### src/rtl/rom_loader_pkg.sv
// Shared state encoding and frame-format constants for the ROM loader.
package rom_loader_pkg;

  localparam int BYTE_W    = 8;
  localparam int LEN_BYTES = 2;
  localparam int LEN_W     = BYTE_W * LEN_BYTES;

  typedef enum logic [2:0] {
    ST_IDLE,
    ST_LEN_LO,
    ST_LEN_HI,
    ST_DATA_LO,
    ST_DATA_HI,
    ST_CHECK,
    ST_DONE,
    ST_ERROR
  } state_t;

  // Receive states are the ones that accept bytes and run the idle timer.
  function automatic logic is_rx(state_t s);
    return s inside {ST_LEN_LO, ST_LEN_HI, ST_DATA_LO, ST_DATA_HI, ST_CHECK};
  endfunction

endpackage

### src/rtl/rom_loader_if.sv
// Byte stream in, program-memory write port and status out.
interface rom_loader_if
  import rom_loader_pkg::*;
#(
  parameter int ADDR_W = 12,
  parameter int DATA_W = 16
);
  logic              i_start;
  logic              i_valid;
  logic [BYTE_W-1:0] i_byte;
  logic              o_ready;
  logic              o_we;
  logic [ADDR_W-1:0] o_addr;
  logic [DATA_W-1:0] o_data;
  logic              o_cpu_rst;
  logic              o_busy;
  logic              o_done;
  logic              o_error;

  modport slave (
    input  i_start, i_valid, i_byte,
    output o_ready, o_we, o_addr, o_data, o_cpu_rst, o_busy, o_done, o_error
  );

  modport master (
    output i_start, i_valid, i_byte,
    input  o_ready, o_we, o_addr, o_data, o_cpu_rst, o_busy, o_done, o_error
  );
endinterface

### src/rtl/rom_loader_byte_timeout_counter.sv
// Idle-cycle counter: tc is high in the cycle that would be the TIMEOUT-th idle cycle.
// Latency: tc is combinational from the count; count updates each core_clk.
// Backpressure: none; clr wins over en.
module byte_timeout_counter #(
  parameter int TIMEOUT = 65535
) (
  input  logic core_clk,
  input  logic arst_n,
  input  logic clr,
  input  logic en,
  output logic tc
);
  localparam int            CW   = $clog2(TIMEOUT + 1);
  localparam logic [CW-1:0] LAST = CW'(TIMEOUT - 1);

  logic [CW-1:0] cnt;

  always_ff @(posedge core_clk or negedge arst_n) begin
    if (!arst_n) begin
      cnt <= '0;
    end else if (clr) begin
      cnt <= '0;
    end else if (en && cnt != LAST) begin
      cnt <= cnt + CW'(1);
    end
  end

  assign tc = en && !clr && (cnt == LAST);

endmodule

### src/rtl/rom_loader.sv
// Receives a length-prefixed, XOR-checked byte frame and writes 16-bit words to program memory.
// Latency: one write strobe the cycle after each high byte; status is combinational from state.
// Backpressure: never stalls inside a frame; o_ready is purely a function of state.
module rom_loader
  import rom_loader_pkg::*;
#(
  parameter int ROM_DATA_WIDTH = 16,
  parameter int ROM_ADDR_WIDTH = 12,
  parameter int TIMEOUT        = 65535
) (
  input  logic         i_clk,
  input  logic         i_rst,
  rom_loader_if.slave  bus
);
  localparam logic [31:0] MAX_WORDS = 32'd1 << ROM_ADDR_WIDTH;

  state_t state, state_nxt;

  logic                      rx;
  logic                      accept;
  logic                      timeout;
  logic                      oversize;
  logic                      last_word;
  logic [BYTE_W-1:0]         len_lo_q;
  logic [BYTE_W-1:0]         lo_q;
  logic [BYTE_W-1:0]         csum;
  logic [LEN_W-1:0]          len_q;
  logic [LEN_W-1:0]          len_in;
  logic [LEN_W:0]            widx;
  logic [ROM_DATA_WIDTH-1:0] wr_data;

  assign rx        = is_rx(state);
  assign accept    = rx && bus.i_valid;
  assign len_in    = {bus.i_byte, len_lo_q};
  assign oversize  = {{(32-LEN_W){1'b0}}, len_in} > MAX_WORDS;
  assign last_word = (widx + (LEN_W+1)'(1)) == {1'b0, len_q};
  assign wr_data   = {bus.i_byte, lo_q};

  assign bus.o_ready   = rx;
  assign bus.o_busy    = rx;
  assign bus.o_done    = (state == ST_DONE);
  assign bus.o_cpu_rst = (state == ST_DONE);
  assign bus.o_error   = (state == ST_ERROR);

  byte_timeout_counter #(
    .TIMEOUT (TIMEOUT)
  ) u_tmo (
    .core_clk (i_clk),
    .arst_n   (i_rst),
    .clr      (accept || !rx),
    .en       (rx),
    .tc       (timeout)
  );

  always_ff @(posedge i_clk or negedge i_rst) begin
    if (!i_rst) state <= ST_IDLE;
    else        state <= state_nxt;
  end

  always_comb begin
    state_nxt = state;
    case (state)
      ST_IDLE, ST_DONE, ST_ERROR: if (bus.i_start) state_nxt = ST_LEN_LO;
      ST_LEN_LO:  if (accept) state_nxt = ST_LEN_HI;
      ST_LEN_HI: begin
        if (accept) begin
          if (oversize)          state_nxt = ST_ERROR;
          else if (len_in == '0) state_nxt = ST_CHECK;
          else                   state_nxt = ST_DATA_LO;
        end
      end
      ST_DATA_LO: if (accept) state_nxt = ST_DATA_HI;
      ST_DATA_HI: if (accept) state_nxt = last_word ? ST_CHECK : ST_DATA_LO;
      ST_CHECK:   if (accept) state_nxt = (bus.i_byte == csum) ? ST_DONE : ST_ERROR;
      default:    state_nxt = ST_IDLE;
    endcase
    // Only reachable without an accepted byte, so it never races a transition above.
    if (timeout) state_nxt = ST_ERROR;
  end

  always_ff @(posedge i_clk or negedge i_rst) begin
    if (!i_rst) begin
      bus.o_we   <= 1'b0;
      bus.o_addr <= '0;
      bus.o_data <= '0;
      len_lo_q   <= '0;
      lo_q       <= '0;
      len_q      <= '0;
      csum       <= '0;
      widx       <= '0;
    end else begin
      bus.o_we <= 1'b0;
      if (!rx && bus.i_start) begin
        widx <= '0;
        csum <= '0;
      end
      if (accept) begin
        case (state)
          ST_LEN_LO: begin
            len_lo_q <= bus.i_byte;
            csum     <= csum ^ bus.i_byte;
          end
          ST_LEN_HI: begin
            len_q <= len_in;
            csum  <= csum ^ bus.i_byte;
          end
          ST_DATA_LO: begin
            lo_q <= bus.i_byte;
            csum <= csum ^ bus.i_byte;
          end
          ST_DATA_HI: begin
            csum       <= csum ^ bus.i_byte;
            bus.o_we   <= 1'b1;
            bus.o_addr <= widx[ROM_ADDR_WIDTH-1:0];
            bus.o_data <= wr_data;
            widx       <= widx + (LEN_W+1)'(1);
          end
          default: ;
        endcase
      end
    end
  end

endmodule

### src/flat_wrapper.sv
// flat-port wrapper written by rule: the top's interface ports become plain ports
module rom_loader_flat import rom_loader_pkg::*;
#(
  parameter int ROM_DATA_WIDTH = 16,
  parameter int ROM_ADDR_WIDTH = 12,
  parameter int TIMEOUT        = 65535
)
  (i_clk, i_rst, bus_i_start, bus_i_valid, bus_i_byte, bus_o_ready, bus_o_we, bus_o_addr, bus_o_data, bus_o_cpu_rst, bus_o_busy, bus_o_done, bus_o_error);
  rom_loader_if #(.ADDR_W(12), .DATA_W(16)) bus_i ();
  input  logic i_clk;
  input  logic i_rst;
  input wire logic [$bits(bus_i.i_start)-1:0] bus_i_start;
  input wire logic [$bits(bus_i.i_valid)-1:0] bus_i_valid;
  input wire logic [$bits(bus_i.i_byte)-1:0] bus_i_byte;
  output wire logic [$bits(bus_i.o_ready)-1:0] bus_o_ready;
  output wire logic [$bits(bus_i.o_we)-1:0] bus_o_we;
  output wire logic [$bits(bus_i.o_addr)-1:0] bus_o_addr;
  output wire logic [$bits(bus_i.o_data)-1:0] bus_o_data;
  output wire logic [$bits(bus_i.o_cpu_rst)-1:0] bus_o_cpu_rst;
  output wire logic [$bits(bus_i.o_busy)-1:0] bus_o_busy;
  output wire logic [$bits(bus_i.o_done)-1:0] bus_o_done;
  output wire logic [$bits(bus_i.o_error)-1:0] bus_o_error;
  assign bus_i.i_start = bus_i_start;
  assign bus_i.i_valid = bus_i_valid;
  assign bus_i.i_byte = bus_i_byte;
  assign bus_o_ready = bus_i.o_ready;
  assign bus_o_we = bus_i.o_we;
  assign bus_o_addr = bus_i.o_addr;
  assign bus_o_data = bus_i.o_data;
  assign bus_o_cpu_rst = bus_i.o_cpu_rst;
  assign bus_o_busy = bus_i.o_busy;
  assign bus_o_done = bus_i.o_done;
  assign bus_o_error = bus_i.o_error;
  rom_loader #(.ROM_DATA_WIDTH(ROM_DATA_WIDTH), .ROM_ADDR_WIDTH(ROM_ADDR_WIDTH), .TIMEOUT(TIMEOUT)) u_core (.i_clk(i_clk), .i_rst(i_rst), .bus(bus_i));
endmodule
### config.mk
export PLATFORM = sky130hd
export DESIGN_NAME = rom_loader_flat
export DESIGN_NICKNAME = d
export VERILOG_FILES = /design/src/rtl/rom_loader_pkg.sv /design/src/rtl/rom_loader_if.sv /design/src/rtl/rom_loader_byte_timeout_counter.sv /design/src/rtl/rom_loader.sv /design/src/flat_wrapper.sv
export SDC_FILE = /design/constraint.sdc
export NUM_CORES = 1
export LEC_CHECK = 0
export CAP_MARGIN = 5
export CORE_ASPECT_RATIO = 1.5
export CORE_MARGIN = 4
export CORE_UTILIZATION = 52
export CTS_CLUSTER_DIAMETER = 50
export CTS_CLUSTER_SIZE = 16
export DETAILED_ROUTE_END_ITERATION = 7
export PLACE_DENSITY_LB_ADDON = 0.2
export SETUP_SLACK_MARGIN = 0.1
export SLEW_MARGIN = 20
export SYNTH_ARGS = -nofsm -noshare
export SYNTH_HDL_FRONTEND = slang
export SYNTH_SLANG_ARGS = --single-unit
### constraint.sdc
create_clock -name i_clk -period 2 [get_ports i_clk]
set_input_delay 0.4 -clock i_clk [delete_from_list [all_inputs] [get_ports i_clk]]
set_output_delay 0.4 -clock i_clk [all_outputs]
set_load 0.02 [all_outputs]
# Word-level counts from Yosys, hierarchy flattened

Index checks and enable logic that the tools add are counted.

Add/subtract/negate cells: 2
Mux-type cells: 22
Eq/ne operators: 17
Order comparisons: 1
Reductions and logical operators: 19
Bitwise logic cells: 1

Operator list:

| operator                                                                           | count |
|---|---|
| 17-bit two-way mux                                                                 | 3 |
| 16-bit two-way mux                                                                 | 2 |
| 3-bit two-way mux                                                                  | 10 |
| 8-bit two-way mux                                                                  | 3 |
| 3-bit case mux with 6 select lines                                                 | 1 |
| 17-bit by 1-bit adder with 17-bit output (second input constant)                   | 1 |
| 17-bit by 16-bit equality test with 1-bit output                                   | 1 |
| 16-bit by 1-bit adder with 16-bit output (second input constant)                   | 1 |
| 16-bit equality test (second input constant)                                       | 1 |
| 16-bit by 13-bit greater-than comparator with 1-bit output (second input constant) | 1 |
| 16-bit zero test                                                                   | 1 |
| 16-bit != test (second input constant)                                             | 1 |
| 3-bit by 1-bit != test with 1-bit output (second input constant)                   | 5 |
| 3-bit equality test (second input constant)                                        | 4 |
| 8-bit equality test                                                                | 1 |
| 2-bit AND reduction                                                                | 4 |
| 8-bit XOR                                                                          | 1 |
| 3-bit by 2-bit equality test with 1-bit output (second input constant)             | 2 |
| 6-bit AND reduction                                                                | 1 |
| 1-bit logical AND                                                                  | 5 |
| 5-bit nonzero test                                                                 | 1 |
| 4-bit OR reduction                                                                 | 1 |
| 3-bit by 1-bit equality test with 1-bit output (second input constant)             | 1 |
| 3-bit zero test                                                                    | 1 |
| 6 further kinds                                                                    | 9 |

Bits in registers: 105
Logic and storage cells: 72
Bits of input ports: 12
Output and inout bits: 34

# Logic depth before layout (Yosys ltp)

Gate-level depths: netlist (run 1).

Depth after elaboration: 9
Gate-level depth with buffers: 9
Depth with buffers taken out: 8

# Hierarchy

From an unflattened synthesis (run 1), not the netlist that was laid out.

Cells, all modules: 555
Area total of the unflattened synthesis: 5330.1 um2

Modules (own cells, without submodules):

| module               | seq. area each (um2) | area an instance (um2) | cells each | times used |
|---|---|---|---|---|
| rom_loader           | 2227.1               | 4371.7                 | 459        | 1 |
| byte_timeout_counter | 400.4                | 958.4                  | 96         | 1 |

# Worst setup path before layout (run 1)

OpenSTA, ideal clock, no wires.

Path kind: register to register
From: register u_core.widx[1]
To: register u_core.state[1]
Arrival: 1901 ps
Setup time: 134 ps
Slack: -35 ps
Clock period less this slack: 2035 ps
Stages on the path, launching flop included: 8
Path buffers: 0
Data required time: 1866 ps
Cell sequence: dfrtp_1 ha_1 nand3_2 nor3_4 xnor2_1 or4_4 nor4_2 a21oi_1

Word-level cells in the longest chain between the ends: 6

Ends and longest elaborated chain:

| element                                          | line              | source |
|---|---|---|
| start: declaration                               | rom_loader.sv:29  | `logic [LEN_W:0] widx;` |
| start signal: assignment                         | rom_loader.sv:116 | `widx <= widx + (LEN_W+1)'(1);` |
| 17-bit by 1-bit adder with 17-bit output         | rom_loader.sv:36  | `assign last_word = (widx + (LEN_W+1)'(1)) == {1'b0, len_q};` |
| 17-bit by 16-bit equality test with 1-bit output | rom_loader.sv:36  |  |
| 3-bit two-way mux (2 in series)                  | rom_loader.sv:73  | `ST_DATA_HI: if (accept) state_nxt = last_word ? ST_CHECK : ST_DATA_LO;` |
| 3-bit case mux with 6 select lines               | rom_loader.sv:62  | `case (state)` |
| 3-bit two-way mux                                | rom_loader.sv:78  | `if (timeout) state_nxt = ST_ERROR;` |
| end signal: assignment                           | rom_loader.sv:57  | `else state <= state_nxt;` |
| end: declaration                                 | rom_loader.sv:17  | `state_t state, state_nxt;` |

No other way between the ends. The select of a mux whose other input is x is not followed.
A chain may end at the register's enable or synchronous reset.

# Worst setup path after layout (run 1)

From: register u_core.widx[9]
To: register u_core.state[2]

Same word-level chain as after synthesis.

==> results of run 1 <==
-- power breakdown --
part | leakage (uW) | internal [uW] | switching, uW
clock network | 0.000137 | 875 | 836
registers | 0.00136 | 2760 | 523
logic | 0.00157 | 1560 | 1550
total | 0.00307 | 5200 | 2910
-- sequential cells by signal, indices dropped and copies added (netlist names), 8 cells and up --
signal / count
u_core.bus.o_addr: 12
u_core.bus.o_data: 16
u_core.csum: 8
u_core.len_lo_q: 8
u_core.len_q: 16
u_core.lo_q: 8
u_core.u_tmo.cnt: 16
u_core.widx: 17
-- layer usage --
| metal | wire, um | track usage [%] | vias up |
|---|---|---|---|
| li1 | - | - | 2154 |
| met1 | 5430 | 27.5 | 2213 |
| met2 | 6900 | 38.8 | 111 |
| met5 | 0 | 0 | - |
| met3 | 442 | 3.83 | 33 |
| met4 | 412 | 9.80 | 0 |
-- repair_timing --
action	CTS	global route
buffers inserted	6	3
endpoints found under the setup margin	16	28
gates resized for setup	17	15
pin swaps	13	4
-- kinds of logic after synthesis --
kind of cell,count (synthesis)
adder cells (fa/ha/maj),3
AND/OR/NAND/NOR,239
AO/OA/AOI/OAI,106
flip-flops,105
multiplexers,32
buffers and inverters,50
XOR/XNOR,32
-- placed cells by master (no fill, tap or decap), types with 3 or more instances in the layout --
master           instances
nor2_1                  31
clkdlybuf4s50_1         38
nand3_1                 16
inv_1                    9
and3_1                   3
nand4_1                 14
nand3b_1                 3
a21oi_1                 12
or3_1                    7
o21ai_0                 53
o21ai_1                  4
xnor2_1                 17
clkdlybuf4s15_2          3
nand2_1                116
and2_1                   3
mux2_2                  30
dfrtp_1                102
nor4_4                   3
nor4_1                   4
buf_12                   5
a211oi_1                 3
inv_6                    4
clkbuf_16                9
nand2b_1                12
buf_4                   78
o211ai_1                 5
nor3_1                   8
a31oi_1                  7
xor2_1                  15
dfrtp_2                  3
o31ai_1                  8
-- through the flow --
step	power, uW	hold slack (ns)	worst slack, ns
floorplan	5090	0.104	0.0942
global placement	6230	0.402	-0.185
detailed placement	6350	0.400	-0.193
CTS	8100	0.0197	-0.0554
global route	8610	0.0325	-0.162
finish	8100	0.0104	-0.0702
-- worst max-delay path by stage --
| stage | slack (ns) | startpoint | endpoint | cells after the start |
|---|---|---|---|---|
| 2_1_floorplan | 0.09 | u_core.widx[8] | u_core.state[1] | 7 |
| 3_3_place_gp | -0.18 | bus_i_byte[2] | u_core.state[2] | 8 |
| 3_5_place_dp | -0.19 | bus_i_byte[2] | u_core.state[2] | 8 |
| 4_1_cts | -0.06 | u_core.widx[9] | u_core.state[2] | 7 |
| 5_1_grt | -0.16 | u_core.widx[4] | u_core.state[2] | 8 |
| 6_report | -0.07 | u_core.widx[9] | u_core.state[2] | 7 |
-- worst max-delay path: stages (launching register included) --
cell and delay (ns):
dfrtp_1 0.42, nand4_1 0.19, nor4_4 0.34, xor2_1 0.13, or3_1 0.33, a211oi_2 0.29
buf_4 0.16, a31o_1 0.13
-- layout make-up --
type                       instances  area (um2)
fill                             788        3270
sequential                       105        2630
multi-input combinational        412        2560
timing repair buffer             129        1150
clock buffer                      10         229
tap                              117         146
clock inverter                     6        58.8
inverter                           9        33.8
==> impl_metrics.yaml, run 1 <==
floorplan:
  die_x_um: 90.6
  rows: 45
  ios: 46
  die_area_mm2: 0.0119
  die_height_um: 132
  start_util_pct: 52.8
  core_mm2: 0.0101
yosys:
  synth_mux_area_share_pct: 6.72
  async_reset_ff_share_pct: 100
  syn-num-nets: 582
  synth-simple-area-share_pct: 22.1
  avgSynthCellArea_um2: 9.39
  synth_compound_area_share_pct: 11.7
  synthTopCellsByCount: "nand2_1, dfrtp_1, o21ai_0"
  synth_fa_ha_area_share_pct: 0.705
  synth_top_family_by_area: "simple AND/OR/NAND/NOR gates"
  ys_ff_latch: 105
  synth_cells: 567
  synth_top_area_cell: "dfrtp_1"
  synth_xor_area_share_pct: 5.27
  ys_types: 52
  synth_edf_count: 0
  synth-seq-area-share_pct: 49.4
  synth.most_common_cell: "nand2_1"
  yosys-top-cells-area: "dfrtp_1, nand2_1, mux2_2, o21ai_0, xnor2_1"
  yosys_warnings: 0
  netlist_area_mm2: 0.00532
  ys.flop_type: "dfrtp_1"
  synth_top_area_share_pct: 49.4
placement:
  port_buffers: 45
  placed_area_mm2: 0.00639
  gp_congestion: 0.875
  dpl.hpwl_um: 9560
  placed_cells: 764
setup_path:
  startpoint_type: "flip-flop"
  crit_type: "reg -> reg"
  worstPathRequired_ns: 2.28
  r2r-end: "u_core.state[2]"
  cp_max_fo: 4
  reg2reg_from: "u_core.widx[9]"
  rrSetupSlack_ns: -0.07
  critPathCaptureType: "flip-flop"
  worstPathArrival_ns: 2.35
  reg2reg_depth: 7
global_route:
  grt_pass1_wl_um: 21800
  grt_max_degree: 37
  antenna_found_initial: 0
  grt_pass1_vias: 4518
  grt_usage_pct: 22.4
  overflow: 0
timing:
  slew_violations: 0
  setup_ws_ns: -0.0702
  slew-limit-headroom_pct: 66.8
  setup_viol: 2
  fmax_ghz: 0.483
  fin_crit_sh_pct: 104
  final.setup.tns_ns: -0.125
  rsz0062_at_grt: "yes"
  period_needed_ns: 2.07
  final_hold_viol_count: 0
  worst_slew_pin_slew_ns: 0.499
  fin_worst_skew_ns: 0.0106
cts:
  cts_made_buffers: 9
  cts_hold_repair.buffers: 0
  cts_tree: "yes"
  cts_max_level: 3
  cts-root-buf: "clkbuf_16"
  cts_buffer_depth: 2
  cts.sinks: 105
  clk-insertion-delay-late_ns: 0.35
  path_clk_slew_ns: 0.08
power_and_ir_drop:
  powerDensity_mw_per_mm2: 1190
  vdd_drop_max_uv: 863
  p_leak_uw: 0.00307
status:
  status: "finished with violations"
  violations: "negative setup slack"
run:
  max_cap_viol_count: 0
drt:
  drt_iter0_markers: 228
  drc: 0
  drtPass1Iterations: 5
  vias: 4511
  wirelength_um: 13200
  routed_via_density: 5.72
  final_antenna_net_count: 0
  avgRoutedWirePerCell_um: 16.7
finish:
  fin_nets: 681
  drive_gt1_share_pct: 23.4
  final_util_pct: 67.6
  areaGrowthSynthToFinish_pct: 28.0
  final_area_mm2: 0.00681
  antenna_cells: 0
  fin_cells: 788
worst_hold_path:
  hold_class: "in -> async"
(Power assumes the default switching activity.)
==> inputs of run 2 (changes only) <==
Settings changed: ABC_AREA from default to 1, CORE_UTILIZATION 52 to 53, CTS_CLUSTER_DIAMETER 50 to 80.
==> run 2 against run 1 <==
  * The run ends with negative hold slack left
  * Area after synthesis grew 2.0%
  * Sequential share of layout area grew 0.73 points
  * Core utilization shrank 1.2 points
  * Register-to-register slack gained 0.15 ns
  * Global-route usage grew 0.48 points
  * Wire length grew 2.6%
  * Total power grew 3.3%
  * Combinational power grew 8.4%
  * Final cell count grew 15%
==> impl_metrics.yaml, run 2 <==
status:
  status: "finished with violations"
  violations: "negative hold slack"
yosys:
  yosys-top-cells-area: "dfrtp_1, nand2_1, o21ai_0, nand3_1, inv_1"
  synthTopCellsByCount: "nand2_1, dfrtp_1, inv_1"
  ys.flop_type: "dfrtp_1"
  synth_top_area_share_pct: 48.4
  yosys_warnings: 0
  synth_cells: 712
  async_reset_ff_share_pct: 100
  synth_top_area_cell: "dfrtp_1"
  synth.most_common_cell: "nand2_1"
  ys_ff_latch: 105
  syn-num-nets: 727
  netlist_area_mm2: 0.00543
  avgSynthCellArea_um2: 7.62
  synth-seq-area-share_pct: 48.4
  synth_edf_count: 0
  ys_types: 32
drt:
  wirelength_um: 13500
  avgRoutedWirePerCell_um: 14.9
  routed_via_density: 5.53
  drc: 0
  drt_iter0_markers: 278
  drtPass1Iterations: 7
  final_antenna_net_count: 0
  vias: 5024
setup_path:
  worstPathRequired_ns: 2.28
  crit_family: "simple AND/OR/NAND/NOR gates"
  worstPathBufferInverterCount: 1
  reg2reg_depth: 13
  critPathCaptureType: "flip-flop"
  slowest_stage: "dfrtp_1"
  r2r-end: "u_core.state[2]"
  cpMostUsedCell: "nand2_1"
  crit_chain: "ha_4 > nand3_4 > nor2_2 > nand3b_1 > nand3_1 > inv_1 > nor2_1 > nand2_1 > nor2_1 > nand3_1 > nand2_1 > nand2_1 > nand2_1"
  rrSetupSlack_ns: 0.07
  startpoint_type: "flip-flop"
  worstPathArrival_ns: 2.21
  critical-path-max-stage-delay_ns: 0.41
  cp_max_fo: 5
  reg2reg_from: "u_core.widx[1]"
  crit_type: "reg -> reg"
placement:
  placed_cells: 881
  dpl.hpwl_um: 9750
  port_buffers: 45
  gp_congestion: 0.960
  pre_cts_ws_ns: 0.00204
  placed_area_mm2: 0.00616
worst_hold_path:
  hold_class: "in -> async"
cts:
  cts_hold_repair.buffers: 0
  clk-insertion-delay-late_ns: 0.35
  cts_made_buffers: 9
  cts_buffer_depth: 2
  cts_tree: "yes"
  cts_max_level: 3
  path_clk_slew_ns: 0.08
  cts-root-buf: "clkbuf_16"
  cts.sinks: 105
power_and_ir_drop:
  p_switching_uw: 3320
  seqPwrFrac_pct: 38.7
  comb_power_share_pct: 40.3
  internal-power_uw: 5050
  switching_share_pct: 39.6
  powerDensity_mw_per_mm2: 1250
  p_leak_uw: 0.00310
  vdd_drop_max_uv: 641
  power_frac_clock_pct: 21.0
global_route:
  antenna_found_initial: 0
  grt_usage_pct: 22.9
  grt_max_degree: 40
  grt_pass1_vias: 4841
  overflow: 0
  grt_pass1_wl_um: 22300
timing:
  slew-limit-headroom_pct: 68.1
  slew_violations: 0
  fin_worst_skew_ns: 0.0126
  worst_slew_pin_slew_ns: 0.477
  setup_viol: 0
  final_hold_viol_count: 4
  fin_crit_sh_pct: 96.3
  fmax_ghz: 0.519
  whs_ns: -0.00457
  period_needed_ns: 1.93
  rsz0062_at_grt: "yes"
  setup_ws_ns: 0.0748
finish:
  multi_input_area_mm2: 0.00251
  final_area_mm2: 0.00669
  largest-register: "u_core.widx"
  final_cell_mix: "nand2_1, dfrtp_1, inv_1"
  final_util_pct: 66.4
  nFillCells: 845
  drive_gt1_share_pct: 14.5
  final_common_cell: "nand2_1"
  areaGrowthSynthToFinish_pct: 23.3
  seqCellArea_mm2: 0.00264
  fin_cells: 909
  largest_register_ffs: 17
  antenna_cells: 0
  fin_nets: 802
floorplan:
  die_height_um: 132
  ios: 46
  start_util_pct: 53.9
  die_x_um: 90.6
  die_area_mm2: 0.0120
  core_mm2: 0.0101
  rows: 45
run:
  max_cap_viol_count: 0
run 2: changes by cell type in the layout (fill, tap and decap cells not counted), moves of 27 or more:
cell / before / now
buf_4: 78 / 34
inv_1: 9 / 82
mux2_2: 30 / 0
nand2_1: 116 / 196
nand3_1: 16 / 71
o21ai_0: 53 / 80
run 2: cells by family after synthesis:
group                      after synthesis  share of synthesized area [%]
xor gates and xnor gates                10                           1.61
DFF                                    105                           48.4
AOI/OAI and AO/OA                      110                           10.9
adders and majority gates                3                          0.691
and+or+nand+nor                        374                           30.6
buffers and inverters                  110                           7.81
run 2: layout make-up:
type	count	area share, %
Clock buffer	9	3.37
Clock inverter	7	1.12
Inverter	90	5.05
Multi-Input combinational cell	497	37.6
Sequential cell	105	39.4
Tap cell	117	2.19
Timing Repair Buffer	84	11.3
run 2: worst max path at each step:
stage                               start              end  slack [ns]  depth (start not counted)
after floorplan            u_core.widx[0]  u_core.state[1]        0.29                         14
after global placement      bus_i_byte[3]  u_core.state[2]        0.05                          9
after detailed placement  u_core.state[1]      bus_o_ready       0.002                          6
after CTS                  u_core.widx[1]  u_core.state[2]         0.1                         15
after global routing       u_core.widx[0]  u_core.state[2]       -0.10                         15
final                      u_core.widx[1]  u_core.state[2]        0.07                         13
run 2: power groups by stage:
| stage | combinational (uW) | sequential (uW) | clock (uW) |
|---|---|---|---|
| 6_report | 3370 | 3240 | 1750 |
| 2_1_floorplan | 1700 | 3480 | 0 |
| 3_5_place_dp | 3230 | 3260 | 0 |
| 5_1_grt | 3760 | 3320 | 1890 |
| 4_1_cts | 3250 | 3240 | 1790 |
| 3_3_place_gp | 3160 | 3220 | 0 |
run 2: metal layers:
layer | up-vias | GRT usage [%] | routed length (um)
met5 | - | 0 | 0
met4 | 0 | 11.8 | 553
met3 | 47 | 4.11 | 563
met2 | 161 | 39.2 | 6800
met1 | 2348 | 27.5 | 5610
li1 | 2468 | - | -
run 2: metrics by stage:
stage                     setup TNS, ns  hold slack (ns)  power, uW
after detailed placement              0            0.389       6490
after floorplan                       0            0.104       5180
after CTS                             0          0.00898       8280
final                                 0         -0.00457       8370
after global routing             -0.164           0.0294       8970
after global placement                0            0.388       6380
run 2: what timing repair did:
item                       in CTS  in global routing
setup endpoints to repair      15                 10
pin swaps                       8                  5
resized for setup              34                 27
buffers inserted                6                  6
==> inputs of run 3 (changes only) <==
Settings changed: CORE_UTILIZATION 53 to 58, PLACE_DENSITY from default to 0.88, PLACE_DENSITY_LB_ADDON 0.2 to default.
Clock period 2 ns to 2.2 ns, I/O delays scaled along.
==> run 3 against run 2 <==
  * The flow now finishes without violations
  * Final cell count is 3.6% lower
  * First-iteration DRC count is 25% higher
  * Via count is 1.6% lower
  * Largest power group is now sequential cells
  * Register-to-register slack better by 0.16 ns
  * Sequential cell count stayed put
  * Critical path depth is 10 lower
  * Highest routed layer unchanged
  * Largest cell class unchanged
  * Sequential share of layout area is 1.8 points higher
  * Worst hold slack better by 0.066 ns
==> impl_metrics.yaml, run 3 (synthesis gave the netlist of run 2 again) <==
timing:
  period_needed_ns: 2.07
  setup_viol: 0
  fin_worst_skew_ns: 0.00989
  fmax_ghz: 0.483
  slew-limit-headroom_pct: 65.3
  final_hold_viol_count: 0
  rsz0062_at_grt: "yes"
  final.setup.tns_ns: 0
  fin_crit_sh_pct: 94.1
  slew_violations: 0
  worst_slew_pin_slew_ns: 0.520
placement:
  gp_congestion: 0.926
  placed_cells: 857
  dpl.hpwl_um: 9540
  port_buffers: 45
drt:
  vias: 4944
  drt_iter0_markers: 348
  drc: 0
  wirelength_um: 13200
  avgRoutedWirePerCell_um: 15.0
  drtPass1Iterations: 5
  final_antenna_net_count: 0
  routed_via_density: 5.64
floorplan:
  die_area_mm2: 0.0110
  die_height_um: 126
  core_mm2: 0.00920
  start_util_pct: 59.0
  rows: 43
  ios: 46
  die_x_um: 87.0
global_route:
  grt_usage_pct: 25.3
  grt_max_degree: 63
  overflow: 0
  grt_pass1_wl_um: 22000
  antenna_found_initial: 0
  grt_pass1_vias: 4801
finish:
  fin_nets: 774
  drive_gt1_share_pct: 8.51
  largest_register_ffs: 17
  areaGrowthSynthToFinish_pct: 17.7
  antenna_cells: 0
  final_cell_mix: "nand2_1, dfrtp_1, inv_1"
  nFillCells: 712
  largest-register: "u_core.widx"
  final_common_cell: "nand2_1"
  fin_cells: 876
run:
  max_cap_viol_count: 0
cts:
  clk-insertion-delay-late_ns: 0.36
  cts-root-buf: "clkbuf_16"
  path_clk_slew_ns: 0.07
  cts_max_level: 3
  cts_buffer_depth: 2
  cts_tree: "yes"
  cts_made_buffers: 9
  cts.sinks: 105
setup_path:
  crit_type: "reg -> out"
  cp_max_fo: 6
  critPathCaptureType: "output pin"
  startpoint_type: "flip-flop"
  worstPathArrival_ns: 1.63
  worstPathRequired_ns: 1.76
power_and_ir_drop:
  vdd_drop_max_uv: 782
  p_leak_uw: 0.00295
  powerDensity_mw_per_mm2: 1170
status:
  status: "finished clean"
worst_hold_path:
  hold_class: "in -> async"
## run 3: changes by cell type in the layout (fill, tap and decap cells not counted), moves of 3 or more
cell	before	now
nand2_1	196	200
nor2_2	11	6
buf_6	4	0
nor2_1	37	45
nand3_1	71	74
nor2_4	7	4
nand3_2	5	2
inv_1	82	85
buf_4	34	10
nand2_2	10	6
## run 3: worst max-delay path: stages, from the launching register on
cell and delay, ns:
dfrtp_2 0.44, nand2_1 0.09, nor2_1 0.13, clkdlybuf4s50_1 0.62
## run 3: per-stage QoR
stage / power [uW] / setup WS [ns] / area, um2 / hold WS (ns) / util, %
after floorplan: 4710 / 0.486 / 5430 / 0.144 / -
after global placement: 5650 / 0.141 / 6020 / 0.444 / 65.4
after detailed placement: 5800 / 0.0708 / 6020 / 0.452 / 65.4
after CTS: 7470 / 0.0263 / 6340 / 0.0725 / 69.0
after global routing: 7970 / -0.00391 / 6390 / 0.103 / 69.5
final: 7480 / 0.130 / 6390 / 0.0610 / 69.5
## run 3: worst paths after layout
check	startpoint	endpoint	slack [ns]	depth (start not counted)
max in group asynchronous	i_rst	u_core.csum[6]	1.50	2
max	u_core.state[0]	bus_o_error	0.13	3
min in group i_clk	u_core.bus.o_data[6]	u_core.bus.o_data[6]	0.48	2
min	i_rst	u_core.widx[14]	0.06	1
max reg2reg	u_core.widx[1]	u_core.state[2]	0.23	15
min reg2reg	u_core.bus.o_data[6]	u_core.bus.o_data[6]	0.48	2
## run 3: area by class of cell
class                      instances  area, um2  area share [%]
timing repair buffer              56        543            8.50
sequential                       105       2630            41.2
clock inverter                     7       91.3            1.43
tap                              112        140            2.19
inverter                          90        338            5.29
clock buffer                       9        225            3.52
multi-input combinational        497       2420            37.9
## run 3: metal layers
metal / global-route usage [%] / wire length [um] / vias to the layer above
li1: - / - / 2423
met1: 30.1 / 5260 / 2338
met2: 43.1 / 6760 / 143
met3: 3.57 / 559 / 40
met4: 13.8 / 605 / 0
met5: 0 / 0 / -
## run 3: repair_timing
item	4_1_cts	5_1_grt
setup buffers	1	2
hold buffers	0	0
pin swaps	0	1
setup endpoints to repair	5	6
gates cloned	0	0
gates resized for setup	9	16
## run 3: power by group
group	internal [uW]	switching (uW)
Clock	823	828
Combinational	1120	1750
Sequential	2540	425
Total	4480	3010
